### src/rtl/battleship_pkg.sv
// Shared definitions for the battleship game: grid geometry, coordinate type,
// cursor FSM states and button indexing.
package battleship_pkg;

  localparam int unsigned GRID_SIZE = 10;
  localparam int unsigned COORD_W   = 4;

  typedef logic [COORD_W-1:0] coord_t;

  typedef enum logic [1:0] {
    CurIdle   = 2'd0,
    CurHold   = 2'd1,
    CurRepeat = 2'd2
  } cursor_state_t;

  typedef enum logic [1:0] {
    DirUp    = 2'd0,
    DirDown  = 2'd1,
    DirLeft  = 2'd2,
    DirRight = 2'd3
  } dir_t;

  localparam int unsigned BTN_U = 0;
  localparam int unsigned BTN_D = 1;
  localparam int unsigned BTN_L = 2;
  localparam int unsigned BTN_R = 3;
  localparam int unsigned BTN_C = 4;
  localparam int unsigned NUM_BTNS = 5;

  function automatic coord_t coord_inc(coord_t c);
    return (c >= coord_t'(GRID_SIZE - 1)) ? '0 : c + coord_t'(1);
  endfunction

  // Out-of-range values also land on the last cell so the cursor can never escape.
  function automatic coord_t coord_dec(coord_t c);
    return ((c == '0) || (c >= coord_t'(GRID_SIZE))) ? coord_t'(GRID_SIZE - 1)
                                                      : c - coord_t'(1);
  endfunction

endpackage

### src/rtl/btn_debounce.sv
// One push button: 2-flop synchronizer, counting debouncer and rising-edge
// press detector.
module btn_debounce #(
  parameter int unsigned DEBOUNCE_CYCLES = 500000
) (
  input  logic clk,
  input  logic reset,
  input  logic btn_raw,
  output logic level,
  output logic press
);

  localparam int unsigned CNT_W = (DEBOUNCE_CYCLES > 1) ? $clog2(DEBOUNCE_CYCLES) : 1;
  localparam logic [CNT_W-1:0] CNT_LAST = CNT_W'(DEBOUNCE_CYCLES - 1);

  logic             sync1_q, sync2_q;
  logic             level_q, level_d;
  logic             prev_q;
  logic [CNT_W-1:0] cnt_q, cnt_d;

  always_ff @(posedge clk) begin
    if (reset) begin
      sync1_q <= 1'b0;
      sync2_q <= 1'b0;
      level_q <= 1'b0;
      prev_q  <= 1'b0;
      cnt_q   <= '0;
    end else begin
      sync1_q <= btn_raw;
      sync2_q <= sync1_q;
      level_q <= level_d;
      prev_q  <= level_q;
      cnt_q   <= cnt_d;
    end
  end

  // Any cycle where the synchronized input agrees with the level restarts the count.
  always_comb begin
    level_d = level_q;
    cnt_d   = '0;
    if (sync2_q != level_q) begin
      if (cnt_q >= CNT_LAST) begin
        level_d = sync2_q;
      end else if (cnt_q != '1) begin
        cnt_d = cnt_q + CNT_W'(1);
      end else begin
        cnt_d = cnt_q;
      end
    end
  end

  assign level = level_q;
  assign press = level_q & ~prev_q;

endmodule

### src/rtl/cursor_ctrl.sv
// Cursor controller: debounced direction buttons move a 10x10 grid cursor with
// hold-to-repeat, and the centre button issues a single-cycle fire request.
module cursor_ctrl
  import battleship_pkg::*;
#(
  parameter int unsigned DEBOUNCE_CYCLES = 500000,
  parameter int unsigned REPEAT_DELAY    = 50000000,
  parameter int unsigned REPEAT_RATE     = 15000000
) (
  input  logic               clk,
  input  logic               reset,
  input  logic               btn_u,
  input  logic               btn_d,
  input  logic               btn_l,
  input  logic               btn_r,
  input  logic               btn_c,
  input  logic               game_over,
  output logic [COORD_W-1:0] sprite_row,
  output logic [COORD_W-1:0] sprite_col,
  output logic               fire
);

  localparam int unsigned REP_MAX = (REPEAT_DELAY > REPEAT_RATE) ? REPEAT_DELAY : REPEAT_RATE;
  localparam int unsigned REP_W   = (REP_MAX > 1) ? $clog2(REP_MAX) : 1;
  localparam logic [REP_W-1:0] DELAY_LAST = REP_W'(REPEAT_DELAY - 1);
  localparam logic [REP_W-1:0] RATE_LAST  = REP_W'(REPEAT_RATE - 1);

  logic [NUM_BTNS-1:0] btn_raw, btn_level, btn_press;

  assign btn_raw = {btn_c, btn_r, btn_l, btn_d, btn_u};

  for (genvar i = 0; i < NUM_BTNS; i++) begin : g_btn
    btn_debounce #(
      .DEBOUNCE_CYCLES(DEBOUNCE_CYCLES)
    ) u_btn (
      .clk    (clk),
      .reset  (reset),
      .btn_raw(btn_raw[i]),
      .level  (btn_level[i]),
      .press  (btn_press[i])
    );
  end

  // The fire button is edge-only; its level has no consumer.
  logic unused_c_level;
  assign unused_c_level = btn_level[BTN_C];

  cursor_state_t state_q, state_d;
  dir_t          dir_q, dir_d;
  logic [REP_W-1:0] rep_cnt_q, rep_cnt_d, rep_inc;
  coord_t        row_q, row_d, col_q, col_d;
  logic          fire_q, fire_d;

  logic any_press, held_level, move_en;
  dir_t press_dir, move_dir;

  always_ff @(posedge clk) begin
    if (reset) begin
      state_q   <= CurIdle;
      dir_q     <= DirUp;
      rep_cnt_q <= '0;
      row_q     <= '0;
      col_q     <= '0;
      fire_q    <= 1'b0;
    end else begin
      state_q   <= state_d;
      dir_q     <= dir_d;
      rep_cnt_q <= rep_cnt_d;
      row_q     <= row_d;
      col_q     <= col_d;
      fire_q    <= fire_d;
    end
  end

  always_comb begin
    any_press = |btn_press[BTN_R:BTN_U];
    press_dir = DirUp;
    if (btn_press[BTN_U])      press_dir = DirUp;
    else if (btn_press[BTN_D]) press_dir = DirDown;
    else if (btn_press[BTN_L]) press_dir = DirLeft;
    else if (btn_press[BTN_R]) press_dir = DirRight;

    held_level = 1'b0;
    unique case (dir_q)
      DirUp:    held_level = btn_level[BTN_U];
      DirDown:  held_level = btn_level[BTN_D];
      DirLeft:  held_level = btn_level[BTN_L];
      DirRight: held_level = btn_level[BTN_R];
      default:  held_level = 1'b0;
    endcase

    rep_inc = (rep_cnt_q == '1) ? rep_cnt_q : rep_cnt_q + REP_W'(1);
  end

  always_comb begin
    state_d   = state_q;
    dir_d     = dir_q;
    rep_cnt_d = rep_inc;
    move_en   = 1'b0;
    move_dir  = dir_q;
    fire_d    = btn_press[BTN_C] & ~game_over;

    if (game_over) begin
      state_d   = CurIdle;
      rep_cnt_d = '0;
    end else if (any_press && ((state_q == CurIdle) || (press_dir != dir_q))) begin
      // A fresh press always wins over the hold/repeat timing of the old direction.
      move_en   = 1'b1;
      move_dir  = press_dir;
      dir_d     = press_dir;
      rep_cnt_d = '0;
      state_d   = CurHold;
    end else begin
      unique case (state_q)
        CurIdle: begin
          rep_cnt_d = '0;
        end
        CurHold: begin
          if (!held_level) begin
            state_d   = CurIdle;
            rep_cnt_d = '0;
          end else if (rep_cnt_q >= DELAY_LAST) begin
            move_en   = 1'b1;
            rep_cnt_d = '0;
            state_d   = CurRepeat;
          end
        end
        CurRepeat: begin
          if (!held_level) begin
            state_d   = CurIdle;
            rep_cnt_d = '0;
          end else if (rep_cnt_q >= RATE_LAST) begin
            move_en   = 1'b1;
            rep_cnt_d = '0;
          end
        end
        default: begin
          state_d   = CurIdle;
          rep_cnt_d = '0;
        end
      endcase
    end
  end

  always_comb begin
    row_d = row_q;
    col_d = col_q;
    if (move_en) begin
      unique case (move_dir)
        DirUp:    row_d = coord_dec(row_q);
        DirDown:  row_d = coord_inc(row_q);
        DirLeft:  col_d = coord_dec(col_q);
        DirRight: col_d = coord_inc(col_q);
        default:  row_d = row_q;
      endcase
    end
  end

  assign sprite_row = row_q;
  assign sprite_col = col_q;
  assign fire       = fire_q;

endmodule

### config.mk
export PLATFORM = sky130hd
export DESIGN_NAME = cursor_ctrl
export DESIGN_NICKNAME = d
export VERILOG_FILES = /design/src/rtl/battleship_pkg.sv /design/src/rtl/btn_debounce.sv /design/src/rtl/cursor_ctrl.sv
export SDC_FILE = /design/constraint.sdc
export NUM_CORES = 1
export LEC_CHECK = 0
export CORE_AREA = 2 2 122 124
export DETAILED_ROUTE_END_ITERATION = 8
export DIE_AREA = 0 0 124 126
export DONT_BUFFER_PORTS = 1
export HOLD_SLACK_MARGIN = 0.1
export PLACE_DENSITY = 0.75
export SLEW_MARGIN = 5
export SYNTH_ARGS = -nofsm -noshare
export SYNTH_HDL_FRONTEND = slang
export SYNTH_HIERARCHICAL = 1
export SYNTH_SLANG_ARGS = --single-unit
### constraint.sdc
create_clock -name clk -period 2.3 [get_ports clk]
set_clock_uncertainty 0.15 [all_clocks]
set_input_delay 0.23 -clock clk [delete_from_list [all_inputs] [get_ports clk]]
set_output_delay 0.23 -clock clk [all_outputs]
set_load 0.02 [all_outputs]
# Yosys cells after proc, flatten, opt, wreduce, memory -nomap -nowiden
# Cells that the tools add are included.
dict set report word_totals {
  output_inout_bits 9
  reg_bits 154
  inputBits 8
  wordCells 155
}
dict set report classes {
  n_lt_le_gt_ge 11
  bitwise 18
  reduce_logical 28
  eq_ne 25
  muxes 31
  add_sub_neg 10
}
# operator count
set ops {}
lappend ops {{26-bit two-way mux} 5}
lappend ops {{19-bit by 1-bit adder with 19-bit output, second input constant} 5}
lappend ops {{19-bit greater-or-equal comparator, second input constant} 5}
lappend ops {{19-bit inequality test, second input constant} 5}
lappend ops {{26-bit one-hot mux with 2 select lines} 1}
lappend ops {{26-bit by 1-bit adder with 26-bit output, second input constant} 1}
lappend ops {{26-bit == test, second input constant} 1}
lappend ops {{26-bit by 24-bit greater-or-equal comparator with 1-bit output, second input constant} 1}
lappend ops {{26-bit greater-or-equal comparator, second input constant} 1}
lappend ops {{2-bit two-way mux} 9}
lappend ops {{3-bit OR reduction} 6}
lappend ops {{4-bit greater-or-equal comparator, second input constant} 4}
lappend ops {{4-bit two-way mux} 4}
lappend ops {{4-bit one-hot mux with 2 select lines} 2}
lappend ops {{2-bit AND reduction} 7}
lappend ops {{1-bit NOT} 12}
lappend ops {{2-bit == test, second input constant} 5}
lappend ops {{4-bit by 1-bit adder with 4-bit output, second input constant} 2}
lappend ops {{4-bit logical NOT} 2}
lappend ops {{4-bit by 1-bit subtractor with 4-bit output, second input constant} 2}
lappend ops {{1-bit two-way mux} 7}
lappend ops {{1-bit AND} 6}
lappend ops {{2-bit by 1-bit == test with 1-bit output, second input constant} 3}
lappend ops {{2-bit logical NOT} 3}
lappend ops {{15 further kinds} 24}

# Logic depth before layout (Yosys ltp)
# Gate-level depths: netlist of run 1.
dict set report depth {
  word_depth 14
  depth_mapped 11
  ltp_nobuf 9
}

# By module
# Netlist of run 1, hierarchy kept.
# mod instances cells_each area_per_inst_um2 seq_area_each_um2
set by_module_without_submodules {}
lappend by_module_without_submodules {btn_debounce 5 124 1122.3 460.4}
lappend by_module_without_submodules {cursor_ctrl 1 322 2504.9 780.7}

# Worst setup path before layout of run 1
# Ideal clock, no wire load.
dict set report synth_path {
  path_kind {flip-flop to flip-flop}
  from {register g_btn[3].u_btn.level_q}
  to {register rep_cnt_q[24]}
  setup_slack_ns -0.115
  t_arrival_ns 2.201
  required_ns 2.086
  synth_period_minus_slack_ns 2.415
  n_path_buf 2
  setup_time_ns 0.064
  path_stages_with_launch 11
  cell_sequence {dfxtp_1 -> nor2b_1 -> nor2_1 -> nor4b_4 -> o22ai_1 -> and2_1 -> or3_1 -> a211o_1 -> buf_6 -> buf_6 -> nor2_1}
}
dict set report synth_between {
  elab_chain_cells 9
  word_cells_on_any_way 14
  cone_classes {1 x eq/ne; 8 x mux; 1 x bitwise; 4 x reduce/logical}
}
# element line_no
set synth_lines {}
lappend synth_lines {{start: declaration} btn_debounce.sv:17} ;# logic level_q, level_d;
lappend synth_lines {{start signal: assignment} btn_debounce.sv:31} ;# level_q <= level_d;
lappend synth_lines {{1-bit AND *} btn_debounce.sv:53} ;# assign press = level_q & ~prev_q;
lappend synth_lines {{via btn_press[3]} cursor_ctrl.sv:28} ;# logic [NUM_BTNS-1:0] btn_raw, btn_level, btn_press;
lappend synth_lines {{2-bit two-way mux} cursor_ctrl.sv:81} ;# else if (btn_press[BTN_R]) press_dir = DirRight;
lappend synth_lines {{2-bit two-way mux} cursor_ctrl.sv:80} ;# else if (btn_press[BTN_L]) press_dir = DirLeft;
lappend synth_lines {{2-bit two-way mux} cursor_ctrl.sv:79} ;# else if (btn_press[BTN_D]) press_dir = DirDown;
lappend synth_lines {{2-bit two-way mux} cursor_ctrl.sv:78} ;# if (btn_press[BTN_U]) press_dir = DirUp;
lappend synth_lines {{2-bit inequality test} cursor_ctrl.sv:106} ;# end else if (any_press && ((state_q == CurIdle) || (press_dir != dir_q))) begin
lappend synth_lines {{1-bit logical OR} cursor_ctrl.sv:106}
lappend synth_lines {{1-bit logical AND *} cursor_ctrl.sv:106}
lappend synth_lines {{3-bit OR reduction (no source line) *} --}
lappend synth_lines {{end signal: assignment} cursor_ctrl.sv:68} ;# rep_cnt_q <= rep_cnt_d;
lappend synth_lines {{end: declaration} cursor_ctrl.sv:50} ;# logic [REP_W-1:0] rep_cnt_q, rep_cnt_d, rep_inc;
# Mark *: on every way through the listed nets, which the timed path passes. The rest lies on a longest branch.
# A chain may end at the register's enable or synchronous reset.

# Worst setup path after layout of run 1
dict set report layout_path {
  from {register g_btn[0].u_btn.level_q}
  to {register col_q[1] (netlist: sprite_col[1])}
}
dict set report layout_between {
  elab_chain_cells 10
  word_cells_on_any_way 19
  cone_classes {3 x eq/ne; 10 x mux; 1 x bitwise; 5 x reduce/logical}
}
# element line_no
set layout_lines {}
lappend layout_lines {{start: declaration} btn_debounce.sv:17}
lappend layout_lines {{start signal: assignment} btn_debounce.sv:31}
lappend layout_lines {{1-bit AND *} btn_debounce.sv:53}
lappend layout_lines {{via btn_press[0]} cursor_ctrl.sv:28}
lappend layout_lines {{2-bit two-way mux} cursor_ctrl.sv:78}
lappend layout_lines {{2-bit inequality test} cursor_ctrl.sv:106}
lappend layout_lines {{1-bit logical OR} cursor_ctrl.sv:106}
lappend layout_lines {{1-bit logical AND} cursor_ctrl.sv:106}
lappend layout_lines {{2-bit two-way mux (2 in series)} --}
lappend layout_lines {{2-bit == test} cursor_ctrl.sv:149} ;# unique case (move_dir)
lappend layout_lines {{2-bit nonzero test (no source line)} --}
lappend layout_lines {{2-bit AND reduction (no source line)} --}
lappend layout_lines {{end signal: assignment} cursor_ctrl.sv:70} ;# col_q <= col_d;
lappend layout_lines {{end: declaration} cursor_ctrl.sv:51} ;# coord_t row_q, row_d, col_q, col_d;
# Marks and branches as above.

==> results.ini, run 1 <==
[floorplan]
core_sq_mm = 0.0143
rows = 44
dieArea_sq_mm = 0.0156
die_w_um = 124
start_util_pct = 56.7
die_h_um = 126
top_level_ports = 17

[min_path]
hold_path.class = in2reg
min_to = sprite_col[2]$_SDFFE_PP0P_
hold_path_depth = 4
min_from = game_over

[final_layout]
num_antenna_cells = 0
final_common_cell = dfxtp_1
layout-drive-gt1-share_pct = 21.9
layout_common_cells = dfxtp_1, nor2_1, buf_4
fillCellCount = 1134
final_util_pct = 68.2
final_cells = 1226
fin_area_sq_mm = 0.00976
finalNetCount = 1054
areaGrowthSynthToFinish_pct = 20.3

[yosys]
synth_top_area_share_pct = 38.0
synth_area_sq_mm = 0.00812
synth_edf_count = 0
syn_area_per_cell_sq_um = 8.62
ys_ff_latch = 154
synth.distinct_cells = 57
ys.flop_type = dfxtp_1
synth_largest_area_cell = dfxtp_1
ys_async_sr_fraction_pct = 0
synth_seq_area_share_pct = 38.0
syn_nets = 967
yosysWarningCount = 6
syn-instance-count = 942
synth.area.top_cells = dfxtp_1, nor2_1, xor2_1

[drt]
drt-pass1-iter-count = 5
postRouteAntennaNets = 0
wl_um = 17400
drc = 0
via_per_inst = 5.83
drt_iter0_markers = 372
vias = 7149
drt-wirelength-per-cell_um = 14.2

[worst_setup_path]
cpMostUsedCell = buf_4
cp_data_arrival_time_ns = 2.53
path_max_fanout = 5
cp-end-kind = flip-flop
ff2ff_path_depth = 11
critPathKind = reg2reg
crit_chain = nor2b_4 -> or2_4 -> nor4b_4 -> o22ai_2 -> buf_4 -> a22oi_2 -> buf_4 -> a31oi_4 -> buf_6 -> a211oi_4 -> a211oi_2
timing.rr.start = g_btn[0].u_btn/level$_SDFFE_PP0P_
cp-start-kind = flip-flop
crit_required_ns = 2.46
slowest_stage = dfxtp_2
rrSetupSlack_ns = -0.07
slowest_delay_ns = 0.32
r2r_end = sprite_col[1]$_SDFFE_PP0P_
crit_family = compound AO/OA/AOI/OAI gates
cp.buffers_inverters = 3

[clock_network]
numCtsBuffers = 17
insertion_delay_ns = 0.43
clock_sinks = 154
htreeDepth = 4
tritoncts = done
clk_pin_slew_ns = 0.06
cts-root-buf = clkbuf_16
cts_buffer_depth = 2

[placement]
port_buffers = 0
dp_cells = 1178
gp_congestion = 0.871
pre_cts_ws_ns = -0.0896
dpl_cell_area_sq_mm = 0.00879
hpwl_um = 11400

[sta]
fin_crit_ns = 2.37
finalCritPeriodShare_pct = 103
relSlewSlack_pct = 53.9
drv_slew = 0
max_clock_freq_mhz = 422
layout_setup_ws_ns = -0.0685
rsz0062_at_grt = true
final_hold_viol_count = 0
worst_pin_slew_ns = 0.685
finalSetupViolations = 32

[grt]
grt_pass1_wl_um = 29300
grt_max_degree = 38
grt.overflow.total = 0
antenna_found_initial = 0
grt_usage_pct = 22.8
grt_pass1_vias = 6643

[run]
maxCapViolCount = 0

[power]
worst_ir_drop_vdd_v = 0.000496
power_mw = 5.32
p_per_area_mw_per_mm2 = 545
p_leak_nw = 3.59

[status]
outcome = finished, violations left
violations = negative setup slack

worst register-to-register path, delay by kind of cell (launching register included):
kind                   cells  cell delay [ns]
AOI/OAI and AO/OA          5             0.70
DFF                        1             0.32
buffers and inverters      3             0.45
and+or+nand+nor            3             0.65
cells in the mapped netlist (2+ instances only):
| cell | n |
|---|---|
| dfxtp_1 | 154 |
| a31oi_1 | 17 |
| and3_1 | 42 |
| ha_1 | 17 |
| a41oi_1 | 6 |
| nand4_1 | 35 |
| a211oi_1 | 6 |
| a21oi_2 | 5 |
| o31ai_1 | 5 |
| or2_2 | 7 |
| or3_1 | 7 |
| xnor2_1 | 21 |
| nor4_1 | 6 |
| o311a_1 | 6 |
| a21oi_1 | 34 |
| or4_4 | 10 |
| nand3b_1 | 2 |
| clkbuf_1 | 15 |
| and4_1 | 31 |
| nand3_1 | 50 |
| buf_6 | 13 |
| inv_1 | 27 |
| o211ai_1 | 11 |
| nand2_1 | 52 |
| o21ai_0 | 19 |
| mux2i_1 | 8 |
| a311oi_2 | 5 |
| xor2_1 | 49 |
| o21ai_1 | 6 |
| a211oi_2 | 15 |
| nor3_1 | 38 |
| nor2_1 | 125 |
| and2_1 | 27 |
| nand2b_1 | 8 |
| nor2b_1 | 34 |
| mux2_2 | 7 |
| a211o_1 | 2 |
per-stage QoR:
stage | TNS, ns | hold slack (ns)
floorplan | -0.874 | 0.152
global placement | -0.189 | 0.158
detailed placement | -2.34 | 0.157
CTS | -1.25 | 0.137
global route | -4.86 | 0.155
finish | -1.37 | 0.139
where the power goes:
part / switching, mW / internal, mW
sequential: 0.00685 / 2.68
clock: 1.07 / 1.49
combinational: 0.0415 / 0.0309
how the worst max path moves through the flow:
| stage | from | end | slack (ns) | cells after the start |
|---|---|---|---|---|
| final | g_btn[0].u_btn/level$_SDFFE_PP0P_ | sprite_col[1]$_SDFFE_PP0P_ | -0.07 | 11 |
| after detailed placement | rep_cnt_q[0]$_SDFF_PP0_ | sprite_row[0]$_SDFFE_PP0P_ | -0.09 | 10 |
| after global routing | g_btn[0].u_btn/level$_SDFFE_PP0P_ | rep_cnt_q[18]$_SDFF_PP0_ | -0.17 | 9 |
| after CTS | g_btn[0].u_btn/level$_SDFFE_PP0P_ | rep_cnt_q[0]$_SDFF_PP0_ | -0.07 | 9 |
| after floorplan | g_btn[0].u_btn/level$_SDFFE_PP0P_ | rep_cnt_q[24]$_SDFF_PP0_ | -0.04 | 10 |
| after global placement | rep_cnt_q[0]$_SDFF_PP0_ | sprite_row[0]$_SDFFE_PP0P_ | -0.07 | 10 |
area by class of cell:
class | instances | area (sq um) | area share [%]
multi-input cells | 732 | 5010 | 51.3
clock inverters | 10 | 66.3 | 0.679
well taps | 184 | 230 | 2.36
inverters | 27 | 101 | 1.04
clock buffers | 22 | 484 | 4.96
repair buffers | 97 | 790 | 8.09
flip-flops and latches | 154 | 3090 | 31.6
cell families after synthesis:
kind of cell	count (synthesis)	share of synthesized area, %
AO/OA/AOI/OAI	151	13.9
XOR/XNOR	70	7.55
adder cells (fa/ha/maj)	17	2.62
buffers and inverters	56	3.81
flip-flops	154	38.0
multiplexers	16	2.24
AND/OR/NAND/NOR	478	31.9
flip-flops by register name (all words and copies together), names as in the netlist:
signal	count
sprite_col	4
dir_q	2
g_btn.u_btn/cnt_q	95
g_btn.u_btn/prev_q	5
g_btn.u_btn/sync1_q	5
g_btn.u_btn/level	5
rep_cnt_q	26
state_q	2
sprite_row	4
fire	1
g_btn.u_btn/sync2_q	5
what timing repair did:
| action | CTS | global route |
|---|---|---|
| pin swaps | 12 | 18 |
| gates resized for setup | 25 | 39 |
| endpoints found under the setup margin | 57 | 79 |
| buffers inserted | 4 | 4 |
| hold buffers | 8 | 0 |
| endpoints found under the hold margin | 128 | 0 |
routing by layer:
layer,share of wire [%],global-route usage (%),vias to the layer above
li1,-,-,3581
met1,46,28.8,3410
met2,49,37.7,130
met3,3.4,5.21,28
met4,1.5,8.59,0
met5,0,0,-
Power figures use the tool's default switching activity.
==> run 2: changes to the inputs <==
- CORE_AREA: 2 2 122 124 -> 2 2 112 114
- DIE_AREA: 0 0 124 126 -> 0 0 114 116
- PLACE_DENSITY: 0.75 -> 0.84
- clock period: 2.3 -> 2.8 ns (I/O delays scaled with it)
==> run 2 against run 1 <==
Global-route usage grew 2.2 points; cell count is 9.8% lower; count of clock-buffer cells in the layout is 3 lower; highest routed layer unchanged; cell area is 9.4% lower; core utilization grew 6.1 points; die area shrank 15%; sequential cell count stayed put; clock power fell by 7%; the run now ends clean.
==> results.ini, run 2 (synthesized netlist as in run 1, its figures left out) <==
[floorplan]
core_sq_mm = 0.0119  ; -17%
die_w_um = 114  ; -8.1%
top_level_ports = 17  ; unchanged
rows = 40  ; -9.1%
die_h_um = 116  ; -7.9%
start_util_pct = 68.1  ; +11 points
dieArea_sq_mm = 0.0132  ; -15%

[drt]
drt_iter0_markers = 528  ; +42%
postRouteAntennaNets = 0  ; unchanged
via_per_inst = 6.16  ; +5.7%
drt-wirelength-per-cell_um = 14.6  ; +2.8%
wl_um = 16200  ; -7.2%
drt-pass1-iter-count = 5  ; unchanged
vias = 6816  ; -4.7%
drc = 0  ; unchanged

[clock_network]
clock_sinks = 154  ; unchanged
cts_buffer_depth = 2  ; unchanged
numCtsBuffers = 17  ; unchanged
tritoncts = done
insertion_delay_ns = 0.43  ; about the same
clk_pin_slew_ns = 0.06  ; about the same
htreeDepth = 4  ; unchanged
cts-root-buf = clkbuf_16

[worst_setup_path]
cp_data_arrival_time_ns = 2.84  ; +0.31 ns
critPathKind = reg2reg
crit_required_ns = 3.00  ; +0.54 ns
path_max_fanout = 26  ; +21
cp-end-kind = flip-flop
cp-start-kind = flip-flop
r2r_end = rep_cnt_q[24]$_SDFF_PP0_
timing.rr.start = g_btn[3].u_btn/level$_SDFFE_PP0P_
ff2ff_path_depth = 9  ; -2
rrSetupSlack_ns = 0.16  ; +0.23 ns

[min_path]
min_from = game_over
hold_path.class = in2reg
min_to = sprite_row[0]$_SDFFE_PP0P_
hold_path_depth = 4  ; unchanged

[sta]
relSlewSlack_pct = 57.6  ; +3.6 points
rsz0062_at_grt = false
drv_slew = 0  ; unchanged
layout_setup_ws_ns = 0.163  ; +0.232 ns
timing.hold.ws_ns = 0.243  ; +0.104 ns
max_clock_freq_mhz = 379  ; -10%
final_hold_viol_count = 0  ; unchanged
finalSetupViolations = 0  ; -100%
worst_pin_slew_ns = 0.631  ; -0.0536 ns
finalCritPeriodShare_pct = 94.2  ; -8.8 points
fin_setup_tns_ns = 0  ; +1.37 ns
fin_crit_ns = 2.64  ; +0.268 ns

[final_layout]
final_util_pct = 74.3  ; +6.1 points
multi_input_area_sq_mm = 0.00473  ; -5.5%
fin_area_sq_mm = 0.00885  ; -9.4%
reg_top3 = g_btn.u_btn/cnt_q (95), rep_cnt_q (26)
finalNetCount = 971  ; -7.9%
layout-drive-gt1-share_pct = 9.60  ; -12 points
final_common_cell = dfxtp_1
layout_common_cells = dfxtp_1, nor2_1, nand2_1
fillCellCount = 885  ; -22%
final_cells = 1106  ; -9.8%
largest-register = g_btn.u_btn/cnt_q
largest_register_ffs = 95  ; unchanged
seq_area_sq_mm = 0.00308  ; about the same
areaGrowthSynthToFinish_pct = 9.02

[power]
p_leak_nw = 3.15  ; -12%
p_per_area_mw_per_mm2 = 524  ; -3.9%
worst_ir_drop_vdd_v = 0.000566  ; +14%
power_mw = 4.64  ; -13%

[status]
outcome = finished clean

[grt]
grt_pass1_vias = 6244  ; -6.0%
grt_max_degree = 38  ; unchanged
antenna_found_initial = 0  ; unchanged
grt_usage_pct = 25.0  ; +2.2 points
grt_pass1_wl_um = 27300  ; -6.9%
grt.overflow.total = 0  ; unchanged

[placement]
port_buffers = 0  ; unchanged
gp_congestion = 0.852  ; -2.3%
dpl_cell_area_sq_mm = 0.00812  ; -7.5%
dp_cells = 1064  ; -9.7%
pre_cts_ws_ns = 0.165  ; +0.255 ns
hpwl_um = 10600  ; -7.2%

[run]
maxCapViolCount = 0  ; unchanged

-- run 2: critical path: stages, from the launching register on --
cell,delay [ns]
dfxtp_1,0.39
nor2b_2,0.25
nor2_1,0.15
nor4b_4,0.33
o22ai_1,0.14
and2_1,0.18
or3_1,0.33
a211o_1,0.28
buf_4,0.22
nor2_1,0.14
-- run 2: worst max path at each step --
stage	endpoint	slack, ns	startpoint	depth (start not counted)
finish	rep_cnt_q[24]$_SDFF_PP0_	0.16	g_btn[3].u_btn/level$_SDFFE_PP0P_	9
global route	sprite_col[2]$_SDFFE_PP0P_	0.05	g_btn[3].u_btn/level$_SDFFE_PP0P_	8
CTS	rep_cnt_q[9]$_SDFF_PP0_	0.14	g_btn[3].u_btn/level$_SDFFE_PP0P_	9
detailed placement	rep_cnt_q[10]$_SDFF_PP0_	0.17	g_btn[3].u_btn/level$_SDFFE_PP0P_	9
global placement	sprite_col[2]$_SDFFE_PP0P_	0.28	g_btn[2].u_btn/level$_SDFFE_PP0P_	8
floorplan	rep_cnt_q[24]$_SDFF_PP0_	0.38	g_btn[3].u_btn/level$_SDFFE_PP0P_	10
-- run 2: layer usage --
layer / share of wire (%) / GRT usage, % / vias up
li1: - / - / 3434
met1: 47 / 30.7 / 3247
met2: 48 / 42.7 / 111
met3: 3.0 / 5.70 / 24
met4: 1.6 / 10.6 / 0
met5: 0 / 0 / -
-- run 2: timing repair --
| item | 4_1_cts | 5_1_grt |
|---|---|---|
| setup buffers | 0 | 0 |
| setup endpoints to repair | 0 | 16 |
| hold buffers | 10 | 0 |
| endpoints found under the hold margin | 118 | 0 |
| resized for setup | 0 | 3 |
-- run 2: cell type report --
class                   count  share of cell area, %
well taps                 147                   2.08
clock buffers              19                   4.89
flip-flops and latches    154                   34.8
multi-input cells         732                   53.5
diodes                      1                 0.0283
clock inverters            12                   1.95
inverters                  27                   1.15
repair buffers             14                   1.58
-- run 2: power by group --
group          switching [mW]  internal [mW]
Sequential            0.00494           2.20
Clock                   0.891           1.48
Combinational          0.0324         0.0248
